$ cat config.mk
export PLATFORM = sky130hd
export DESIGN_NAME = instr_fetch_mem
export DESIGN_NICKNAME = d
export VERILOG_FILES = /design/src/rtl/instr_fetch_mem.sv
export SDC_FILE = /design/constraint.sdc
export NUM_CORES = 1
export LEC_CHECK = 0
export CORE_ASPECT_RATIO = 0.5
export CORE_MARGIN = 4
export CORE_UTILIZATION = 38
export DETAILED_ROUTE_END_ITERATION = 7
export DONT_BUFFER_PORTS = 1
export GPL_TIMING_DRIVEN = 0
export HOLD_SLACK_MARGIN = 0.08
export PLACE_DENSITY_LB_ADDON = 0.25
export REMOVE_ABC_BUFFERS = 1
export SYNTH_ARGS = -nofsm -noshare
export SYNTH_HDL_FRONTEND = slang
export SYNTH_SLANG_ARGS = --single-unit
$ cat constraint.sdc
create_clock -name clk -period 9.6 [get_ports clk]
set_clock_uncertainty 0.05 [all_clocks]
set_input_delay 0.48 -clock clk [delete_from_list [all_inputs] [get_ports clk]]
set_output_delay 0.48 -clock clk [all_outputs]
set_load 0.01 [all_outputs]
$ cat src/rtl/instr_fetch_mem.sv
// Instruction memory between the PC register and decode: self-clears after reset,
// then serves one registered fetch per cycle and accepts program loads.
module instr_fetch_mem #(
    parameter int              DATA_W    = 16,
    parameter int              ADDR_W    = 16,
    parameter int              DEPTH     = 64,
    parameter bit              BYTE_ADDR = 1'b1,
    parameter logic [DATA_W-1:0] NOP_WORD = 16'h0000
) (
    input  logic              clk,
    input  logic              rst,
    input  logic              fetch_req,
    input  logic [ADDR_W-1:0] pc,
    input  logic              stall,
    output logic [DATA_W-1:0] instr,
    output logic              instr_valid,
    output logic              fetch_fault,
    output logic              ready,
    input  logic              load_en,
    input  logic [ADDR_W-1:0] load_addr,
    input  logic [DATA_W-1:0] load_data,
    output logic              load_err
);

    localparam int CNT_W = (DEPTH > 1) ? $clog2(DEPTH) : 1;
    localparam logic [ADDR_W:0]  DEPTH_V  = (ADDR_W + 1)'(DEPTH);
    localparam logic [CNT_W-1:0] LAST_IDX = CNT_W'(DEPTH - 1);

    typedef enum logic [0:0] {
        ST_CLEAR = 1'b0,
        ST_READY = 1'b1
    } state_t;

    state_t            state_r;
    logic [CNT_W-1:0]  clr_cnt_r;
    logic [DATA_W-1:0] mem_r [DEPTH];

    logic [ADDR_W-1:0] fetch_idx_s;
    logic [ADDR_W-1:0] load_idx_s;
    logic              fetch_bad_s;
    logic              load_bad_s;
    logic              fetch_go_s;
    logic              load_go_s;

    function automatic logic [ADDR_W-1:0] word_idx(input logic [ADDR_W-1:0] addr);
        if (BYTE_ADDR) begin
            return addr >> 1;
        end else begin
            return addr;
        end
    endfunction

    // Out-of-range is a fault rather than a modulo wrap, so the full index is compared.
    function automatic logic addr_bad(input logic [ADDR_W-1:0] addr);
        logic [ADDR_W-1:0] idx;
        idx = word_idx(addr);
        return (BYTE_ADDR && addr[0]) || ({1'b0, idx} >= DEPTH_V);
    endfunction

    // Address decode and accept conditions for both ports.
    always_comb begin
        fetch_idx_s = word_idx(pc);
        load_idx_s  = word_idx(load_addr);
        fetch_bad_s = addr_bad(pc);
        load_bad_s  = addr_bad(load_addr);
        fetch_go_s  = fetch_req && ready && !stall;
        load_go_s   = load_en && ready && !load_bad_s;
    end

    // Memory array: clearing sweep during CLEAR, program loads once ready.
    always_ff @(posedge clk) begin
        if (rst) begin
            // contents are rebuilt by the CLEAR sweep after release
        end else if (state_r == ST_CLEAR) begin
            mem_r[clr_cnt_r] <= '0;
        end else if (load_go_s) begin
            mem_r[load_idx_s[CNT_W-1:0]] <= load_data;
        end else begin
            // no write this cycle
        end
    end

    // Clear-sequencing FSM, ready flag and load rejection pulse.
    always_ff @(posedge clk) begin
        if (rst) begin
            state_r   <= ST_CLEAR;
            clr_cnt_r <= '0;
            ready     <= 1'b0;
            load_err  <= 1'b0;
        end else begin
            case (state_r)
                ST_CLEAR: begin
                    clr_cnt_r <= clr_cnt_r + 1'b1;
                    if (clr_cnt_r == LAST_IDX) begin
                        state_r <= ST_READY;
                        ready   <= 1'b1;
                    end else begin
                        ready   <= 1'b0;
                    end
                end
                ST_READY: begin
                    ready <= 1'b1;
                end
                default: begin
                    state_r   <= ST_CLEAR;
                    clr_cnt_r <= '0;
                    ready     <= 1'b0;
                end
            endcase
            load_err <= load_en && (!ready || load_bad_s);
        end
    end

    // Fetch output register; the read sees the pre-load word on a same-index collision.
    always_ff @(posedge clk) begin
        if (rst) begin
            instr       <= '0;
            instr_valid <= 1'b0;
            fetch_fault <= 1'b0;
        end else if (stall) begin
            // pipeline stalled: hold outputs, drop any request
        end else if (fetch_go_s) begin
            instr_valid <= 1'b1;
            fetch_fault <= fetch_bad_s;
            if (fetch_bad_s) begin
                instr <= NOP_WORD;
            end else begin
                instr <= mem_r[fetch_idx_s[CNT_W-1:0]];
            end
        end else begin
            instr_valid <= 1'b0;
            fetch_fault <= 1'b0;
        end
    end

endmodule

==> impl_results.md <==
- Status: finished with violations
- Failing checks: slew limit
- CTS root buffer: clkbuf_16
- Register area share after synthesis: 0.7625
- Max clock buf depth: 3
- Critical path data arrival time: 6.04 ns
- CP max stage delay: 1.13 ns
- Core Footprint: 106,000 um2
- Fillers: 8,912
- Setup Crit Path Kind: reg -> reg
- CTS tree: yes
- Crit path cell chain: nor4b_2, and4_1, mux2i_1, nand4_1, nor2_2, buf_8
- Drt drc: 0
- Via density: 5.620
- Antenna viol nets, final: 0
- Nets: 2,177
- Ys Warns: 0
- Cell Area, Synth: 41,010 um2
- Cell area after placement: 43,880 um2
- H-tree Lvls: 3
- Placed cell count: 3,435
- Final setup violating endpoints: 0
- Period minus WS final: 5.725 ns
- Worst-Margin Slew: 2.043 ns
- Startpoint Class: register
- Final TNS setup: 0 ns
- Num ports: 73
- Cells after Synth: 2,048
- Design area: 47,120 um2
- Reg clk slew, reported paths: 0.07 ns
- Worst VDD drop: 0.1360 mV
- Syn-to-layout area delta: 14.89%
- TritonCTS Sinks: 1,050
- Layout cells sized above 1: 0.2968
- CP max FO: 30
- Port buffer count: 0
- Mean post-synth cell area: 20.02 um2
- Worst hold path class: in -> reg
- Unrepaired setup endpoints after global routing: no
- 1st-iter DRT viols: 2,385
- Slew headroom: -0.3620
- Crit end category: register
- Area occupied by multi-input gates: 9278 um2
- Commonest non-fill, non-tap cell in the layout: edfxtp_1
- Post-Route WL: 103,900 um
- Initial antenna violation count: 2
- Slew Limit Fails: 221
- Wire length of the first global-routing pass: 147,800 um
- Worst-Skew Late Latency: 0.65 ns
- Crit path required time: 9.92 ns
- Synth unique cells: 49
- Resized cells post-CTS: 0
- Pwr/cell area: 191.7 nW/um2
- Ys flop type: edfxtp_1
- Final Core Density: 0.4443
- Leading cell types in the layout, fill and taps excluded: 1,024 x edfxtp_1, 182 x mux2_2, 155 x mux4_2, 107 x o22ai_1, 101 x clkbuf_16
- Hold Slack: 0.1530 ns
- Vias: 20,360
- CP max-delay cell: nor2_2
- Register Area: 31,270 um2
- RD Place Congestion: 0.7802
- Total GRT Usage: 0.1812
- P_leak: 0.01716 uW
- Remaining Overflow, GRT: 0
- TritonCTS buffer count: 96
- Largest net degree at the start of global routing: 382
- Detailed placer's ending HPWL: 65,140 um
- Count of flip-flops with a built-in enable after synthesis: 1,024
- Cell Count, Final, Fillers Out: 3,622
- Post-synth ARST share: 0
- Fin. Hold Viols: 0
- Die Area: 113,600 um2
- Die Span Y: 240.3 um
- Rows: 84
- Routed length per instance: 28.68 um
- Router iterations before antenna repair: 5
- Number of global-route vias before repair: 20,210
- Yosys reg bits: 1,050
- F_max: 174.7 MHz
- Chip width: 472.6 um
- Period utilisation layout: 0.5963
- Starting Density: 0.3867
- # Max-Cap Violations: 0
==> path summary, 6_finish.rpt <==
kind                                  start                         to  slack (ns)  cells past startpoint
setup / recovery           ready$_SDFF_PP0_     mem_r[53][7]$_DFFE_PP_        3.88                      6
hold / removal                        pc[5]      instr[9]$_SDFFE_PP0P_        0.15                      2
setup reg to reg           ready$_SDFF_PP0_     mem_r[53][7]$_DFFE_PP_        3.88                      6
hold reg to reg   clr_cnt_r[5]$_SDFFE_PP0N_  clr_cnt_r[5]$_SDFFE_PP0N_        0.52                      2
==> sequential cells by signal (all words and copies together), names as in the netlist <==
name,cells
mem_r,1024
instr,16
clr_cnt_r,6
fetch_fault,1
instr_valid,1
load_err,1
ready,1
==> cell families after synthesis <==
group / count (synthesis) / synth area share
adders and majority gates: 1 / 0.0003050
xor gates and xnor gates: 5 / 0.001068
DFF: 1050 / 0.7625
AOI/OAI and AO/OA: 248 / 0.04244
and+or+nand+nor: 216 / 0.02645
muxes: 403 / 0.1512
buffers and inverters: 125 / 0.01605
==> power breakdown <==
part | switching (uW) | leakage, uW | internal, uW | total (uW)
clock | 1670 | 0.00153 | 2180 | 3850
sequential | 4.18 | 0.0119 | 4960 | 4970
combinational | 120 | 0.00373 | 92.6 | 213
==> metal layers <==
layer / track usage / wire length [um] / vias up
li1: - / - / 8684
met1: 0.2615 / 46560 / 10810
met2: 0.2788 / 46980 / 715
met3: 0.04139 / 7726 / 151
met4: 0.04840 / 2619 / 0
met5: 0 / 0 / -
==> final cells by class <==
type,count,area share
flip-flops and latches,1050,0.6636
multi-input cells,873,0.1969
clock buffers,117,0.05555
well taps,1419,0.03768
repair buffers,95,0.03436
clock inverters,58,0.01110
inverters,7,0.0006107
diodes,3,0.0001593
==> cell usage after synthesis (16+ instances only) <==
master        n  share of area
mux2_2      182          0.050
edfxtp_1   1024           0.75
mux2i_1      66          0.016
buf_4        25         0.0046
nand2_1      16         0.0015
a211oi_1     35         0.0064
nor3_1       39         0.0048
nor2_1       78         0.0071
o22ai_1     107          0.016
a2111oi_0    21         0.0045
and2_1       18         0.0027
clkbuf_1     42         0.0038
nor2b_1      25         0.0038
dfxtp_1      26          0.013
mux4_2      155          0.085
buf_2        34         0.0041
a21oi_1      19         0.0023
==> per-stage QoR <==
step | worst slack (ns) | total power, uW
floorplan | 5.738 | 5195
global placement | 3.538 | 5262
detailed placement | 3.941 | 5272
CTS | 3.991 | 9081
global route | 3.563 | 9287
finish | 3.875 | 9031
==> critical path, delay by kind of cell, from the launching register on <==
family / cells / cell delay, ns
buf+inv: 1 / 0.24
flops: 1 / 0.69
simple gates: 4 / 3.58
mux: 1 / 0.85
==> what timing repair did <==
action / 4_1_cts / 5_1_grt
hold endpoints to repair: 14 / 0
buffers inserted: 0 / 0
hold buffers: 8 / 0
No activity file was read; power rests on OpenSTA's default activity.
